File: config.mk
export PLATFORM = sky130hd
export DESIGN_NAME = fir_sym_seq
export DESIGN_NICKNAME = d
export VERILOG_FILES = /design/src/rtl/fir_sym_seq.sv
export SDC_FILE = /design/constraint.sdc
export NUM_CORES = 2
export LEC_CHECK = 0
export ABC_AREA = 1
export BUFFER_PORTS_ARGS = -buffer_cell sky130_fd_sc_hd__buf_2
export CAP_MARGIN = 25
export CORE_MARGIN = 4
export CORE_UTILIZATION = 40
export DETAILED_ROUTE_END_ITERATION = 10
export GPL_ROUTABILITY_DRIVEN = 0
export MAX_ROUTING_LAYER = met4
export PLACE_DENSITY = 0.62
export SYNTH_ARGS = -nofsm -noshare
export SYNTH_HDL_FRONTEND = slang
export SYNTH_SLANG_ARGS = --single-unit
File: constraint.sdc
create_clock -name clk_i -period 75.1 [get_ports clk_i]
set_clock_uncertainty 0.15 [all_clocks]
set_input_delay 7.51 -clock clk_i [delete_from_list [all_inputs] [get_ports clk_i]]
set_output_delay 7.51 -clock clk_i [all_outputs]
set_load 0.05 [all_outputs]
File: src/rtl/fir_sym_seq.sv
// rtl/fir_sym_seq.sv - time-multiplexed symmetric K-tap FIR sequencer (optional FIR_SYM_SEQ_COEF_SHADOW_EN)
// One pre-adder and one MAC are shared across the K/2 coefficient pairs.
module fir_sym_seq #(
    parameter int K      = 32,
    parameter int D_BITS = 16,
    parameter int M_BITS = 16
) (
    input  logic                             clk_i,
    input  logic                             rst_i,
    input  logic signed [D_BITS-1:0]         x_i,
    input  logic                             x_valid_i,
    output logic                             x_ready_o,
    output logic signed [D_BITS+M_BITS-1:0]  y_o,
    output logic                             y_valid_o,
    input  logic                             y_ready_i,
    input  logic                             coef_we_i,
    input  logic [$clog2(K/2)-1:0]           coef_addr_i,
    input  logic signed [M_BITS-1:0]         coef_data_i,
`ifdef FIR_SYM_SEQ_COEF_SHADOW_EN
    input  logic                             coef_commit_i,
`endif
    output logic                             busy_o
);

    localparam int PTR_W  = $clog2(K);
    localparam int IDX_W  = $clog2(K/2);
    localparam int PRE_W  = D_BITS + 1;
    localparam int PROD_W = D_BITS + M_BITS + 1;
    localparam int ACC_W  = PROD_W + IDX_W;
    localparam int Y_W    = D_BITS + M_BITS;

    localparam logic signed [ACC_W-1:0] SAT_MAX = {{(ACC_W-Y_W+1){1'b0}}, {(Y_W-1){1'b1}}};
    localparam logic signed [ACC_W-1:0] SAT_MIN = {{(ACC_W-Y_W+1){1'b1}}, {(Y_W-1){1'b0}}};

    typedef enum logic [1:0] {IDLE, MAC, OUT} state_t;

    state_t                    state, state_nxt;
    logic signed [D_BITS-1:0]  dline [K];
    logic signed [M_BITS-1:0]  coef  [K/2];
    logic [PTR_W-1:0]          wp, base;
    logic [IDX_W-1:0]          idx;
    logic signed [ACC_W-1:0]   acc, acc_nxt;
    logic signed [PRE_W-1:0]   pre;
    logic signed [PROD_W-1:0]  prod;
    logic signed [Y_W-1:0]     y_sat;
    logic [PTR_W-1:0]          tap_new, tap_old;
    logic                      accept, last;

    assign accept = x_valid_i && (state == IDLE);
    assign last   = (state == MAC) && (idx == IDX_W'(K/2-1));

    always_ff @(posedge clk_i or posedge rst_i) begin
        if (rst_i) state <= IDLE;
        else       state <= state_nxt;
    end

    always_comb begin
        state_nxt = state;
        x_ready_o = 1'b0;
        y_valid_o = 1'b0;
        busy_o    = 1'b0;
        case (state)
            IDLE: begin
                x_ready_o = 1'b1;
                if (accept) state_nxt = MAC;
            end
            MAC: begin
                busy_o = 1'b1;
                if (last) state_nxt = OUT;
            end
            OUT: begin
                busy_o    = 1'b1;
                y_valid_o = 1'b1;
                if (y_ready_i) state_nxt = IDLE;
            end
            default: state_nxt = IDLE;
        endcase
    end

    // base is where the current sample landed; pair j is x[n-j] and x[n-K+1+j]
    always_comb begin
        tap_new = base - PTR_W'(idx);
        tap_old = base + PTR_W'(idx) + PTR_W'(1);
        pre     = PRE_W'(dline[tap_new]) + PRE_W'(dline[tap_old]);
        prod    = PROD_W'(pre) * PROD_W'(coef[idx]);
        acc_nxt = acc + ACC_W'(prod);
        if (acc_nxt > SAT_MAX)      y_sat = SAT_MAX[Y_W-1:0];
        else if (acc_nxt < SAT_MIN) y_sat = SAT_MIN[Y_W-1:0];
        else                        y_sat = acc_nxt[Y_W-1:0];
    end

    always_ff @(posedge clk_i or posedge rst_i) begin
        if (rst_i) begin
            for (int i = 0; i < K; i++) dline[i] <= '0;
            wp   <= '0;
            base <= '0;
            idx  <= '0;
            acc  <= '0;
            y_o  <= '0;
        end else begin
            if (accept) begin
                dline[wp] <= x_i;
                base      <= wp;
                wp        <= wp + PTR_W'(1);
                acc       <= '0;
                idx       <= '0;
            end else if (state == MAC) begin
                acc <= acc_nxt;
                idx <= idx + IDX_W'(1);
                if (last) y_o <= y_sat;
            end
        end
    end

`ifdef FIR_SYM_SEQ_COEF_SHADOW_EN
    logic signed [M_BITS-1:0] shadow [K/2];
    logic                     commit_pend;

    // a commit arriving on the copy edge stays pending for the next idle edge
    always_ff @(posedge clk_i or posedge rst_i) begin
        if (rst_i) begin
            for (int i = 0; i < K/2; i++) begin
                shadow[i] <= '0;
                coef[i]   <= '0;
            end
            commit_pend <= 1'b0;
        end else begin
            if (coef_we_i) shadow[coef_addr_i] <= coef_data_i;
            if ((state == IDLE) && commit_pend) begin
                for (int i = 0; i < K/2; i++) coef[i] <= shadow[i];
            end
            commit_pend <= coef_commit_i || (commit_pend && (state != IDLE));
        end
    end
`else
    always_ff @(posedge clk_i or posedge rst_i) begin
        if (rst_i) begin
            for (int i = 0; i < K/2; i++) coef[i] <= '0;
        end else if (coef_we_i && (state == IDLE)) begin
            coef[coef_addr_i] <= coef_data_i;
        end
    end
`endif

endmodule

==> flow_metrics.env <==
export IMPL_finalCritPeriodShare_pct=18.40
export IMPL_worstSetupPathType="flop to flop"
export IMPL_syn_area_per_cell_um2=7.683
export IMPL_r2r_start="idx[0]$_DFFE_PP0P_"
export IMPL_drv_slew=0
export IMPL_fmax_mhz=72.38
export IMPL_hold_buffers=0
export IMPL_timing_critical_path_to_type="flop"
export IMPL_crit_slowest_cell="buf_4"
export IMPL_synth_top_flop_cell="dfrtp_1"
export IMPL_synth_cell_types=58
export IMPL_avgRoutedWirePerCell_um=20.06
export IMPL_cts_tree="yes"
export IMPL_crit_fanout=130
export IMPL_core_area_mm2=0.1414
export IMPL_fin_crit_ns=13.82
export IMPL_post_cts_buffers=0
export IMPL_stdcell_count=9161
export IMPL_numPortBuffers=75
export IMPL_async_flop_share_pct=100.0
export IMPL_syn_inst=7410
export IMPL_drt_pass1_iterations=9
export IMPL_via_count=50110
export IMPL_grt_usage_pct=25.54
export IMPL_grt_pass1_wl_um=288700
export IMPL_grt_pass1_vias=48670
export IMPL_wirelength_um=183800
export IMPL_clkSinkCount=853
export IMPL_yosys_warnings=0
export IMPL_area_growth_syn_to_layout_pct=9.465
export IMPL_worst_pin_slew_ns=1.029
export IMPL_die_area_mm2=0.1484
export IMPL_initialDrtViolationCount=5291
export IMPL_arrival_ns=14.23
export IMPL_relSlewSlack_pct=30.79
export IMPL_worst_skew_pair_late_latency_ns=0.73
export IMPL_synth_area_leaders="dfrtp_1 (37%), fa_1 (11%), nand2_1 (11%)"
export IMPL_cts_resized=0
export IMPL_yosys_top_cells_count="nand2_1 (1706), o21ai_0 (1227), inv_1 (881), dfrtp_1 (853), a21oi_1 (705)"
export IMPL_post_dp_hpwl_um=119800
export IMPL_cts_root_buf="clkbuf_16"
export IMPL_grt_max_degree=209
export IMPL_critPathRequiredTime_ns=75.52
export IMPL_fin_nets=7703
export IMPL_dp_cells=8970
export IMPL_status="finished, final reports clean"
export IMPL_synth_top_area_share_pct=37.49
export IMPL_die_h_um=385.3
export IMPL_num_rows=138
export IMPL_synth_top_area_cell="dfrtp_1"
export IMPL_start_util_pct=40.26
export IMPL_cp_start_kind="flop"
export IMPL_ys_seq_elements=853
export IMPL_antenna_found_initial=5
export IMPL_clockBufferDepth=3
export IMPL_finalWorstSetupSlack_ns=61.28
export IMPL_crit_path_start="idx[0]$_DFFE_PP0P_"
export IMPL_drt_vias_per_instance=5.470
export IMPL_dp_worst_setup_slack_ns=61.53
export IMPL_syn_nets=7924
export IMPL_synth_edff_count=0
export IMPL_hold_path_class="flop to flop"
export IMPL_synth_seq_area_share_pct=37.49
export IMPL_yosysMostFrequentCell="nand2_1"
export IMPL_cts_max_level=3
export IMPL_hold_ws_ns=0.3299
export IMPL_path_clk_slew_ns=0.06
export IMPL_finalSetupViolCount=0
export IMPL_maxCapViolCount=0
export IMPL_finalHoldViolCount=0
export IMPL_cpPeakStageDelay_ns=0.92
export IMPL_drtAntennaViolNets=0
export IMPL_grt_overflow=0
export IMPL_hp_start="dline[443]$_DFFE_PP0P_"
export IMPL_fp_dieW_um=385.3
export IMPL_synth_area_mm2=0.05693
export IMPL_crit_top_cell="nand2_1"
export IMPL_layout_drive_gt1_share_pct=6.191
export IMPL_drc_errors=0
export IMPL_rsz0062_at_grt="false"
export IMPL_finalSetupTns_ns=0
export IMPL_ioPinCount=76
export IMPL_cts_buffers_inserted=99
## state kept, by name, summed over array words and instances (netlist names)
| name | cells |
|---|---|
| wp | 5 |
| acc | 37 |
| coef | 256 |
| dline | 512 |
| base | 5 |
| y_o | 32 |
| state | 2 |
| idx | 4 |
## critical path, delay by kind of cell, from the launching register on
| kind | cells | cell delay, ns |
|---|---|---|
| adder cells (fa/ha/maj) | 9 | 4.31 |
| buffers and inverters | 9 | 3.47 |
| AND/OR/NAND/NOR | 23 | 3.24 |
| AO/OA/AOI/OAI | 6 | 1.45 |
| flip-flops | 1 | 0.68 |
## final cells by class
cell class | count | area [um2]
Clock inverter | 32 | 462.9
Antenna cell | 2 | 5.005
Fill cell | 14120 | 79090
Timing Repair Buffer | 193 | 1639
Inverter | 905 | 3420
Clock buffer | 149 | 2897
Tap cell | 1890 | 2365
Multi-Input combinational cell | 5137 | 30190
Sequential cell | 853 | 21350
## cell families (layout without fill, tap and decap cells)
family | count (synthesis) | in the layout | synth area share, %
xor gates and xnor gates | 53 | 53 | 0.8549
AOI/OAI and AO/OA | 2171 | 2171 | 20.41
DFF | 853 | 853 | 37.49
adders and majority gates | 473 | 473 | 14.68
other | 0 | 2 | 0
and+or+nand+nor | 2440 | 2440 | 16.82
buffers and inverters | 1420 | 1279 | 9.742
## stage by stage
stage	instance area, um2	util (%)
2_1_floorplan	56930	-
3_3_place_gp	58500	41.37
3_5_place_dp	58750	41.55
4_1_cts	62110	43.92
5_1_grt	62320	44.07
6_report	62320	44.07
## final timing paths
path,slack [ns],end,cells after the start
max,61.28,y_o[29]$_DFFE_PP0P_,47
min,0.33,dline[443]$_DFFE_PP0P_,2
max reg2reg,61.28,y_o[29]$_DFFE_PP0P_,47
min reg2reg,0.33,dline[443]$_DFFE_PP0P_,2
max in group asynchronous,65.46,dline[58]$_DFFE_PP0P_,7
min in group asynchronous,6.72,coef[111]$_DFFE_PP0P_,2
## cells in the final DEF, fill, tap and decap left out, types with 20 or more instances in the layout
| master | instances |
|---|---|
| dfrtp_1 | 851 |
| nand3_1 | 151 |
| inv_1 | 878 |
| nand2_2 | 20 |
| clkbuf_1 | 28 |
| nor2_1 | 510 |
| o31ai_1 | 20 |
| buf_4 | 96 |
| a21oi_2 | 22 |
| ha_1 | 147 |
| clkbuf_8 | 21 |
| a32o_1 | 39 |
| buf_2 | 75 |
| o21ai_0 | 1227 |
| xor2_1 | 30 |
| clkbuf_16 | 100 |
| a22oi_1 | 26 |
| a21oi_1 | 705 |
| o211ai_1 | 55 |
| nand2_1 | 1696 |
| fa_1 | 323 |
## metal layers
layer / vias to the layer above / GRT usage [%] / part of all wire [%]
li1: 23380 / - / -
met1: 24370 / 34.51 / 43
met2: 1992 / 38.66 / 45
met3: 367 / 4.661 / 8.3
met4: 0 / 9.100 / 3.8
met5: - / - / 0
Power is not shown: default switching activity piles up to over one toggle a cycle in this logic, so the estimate is an artifact.
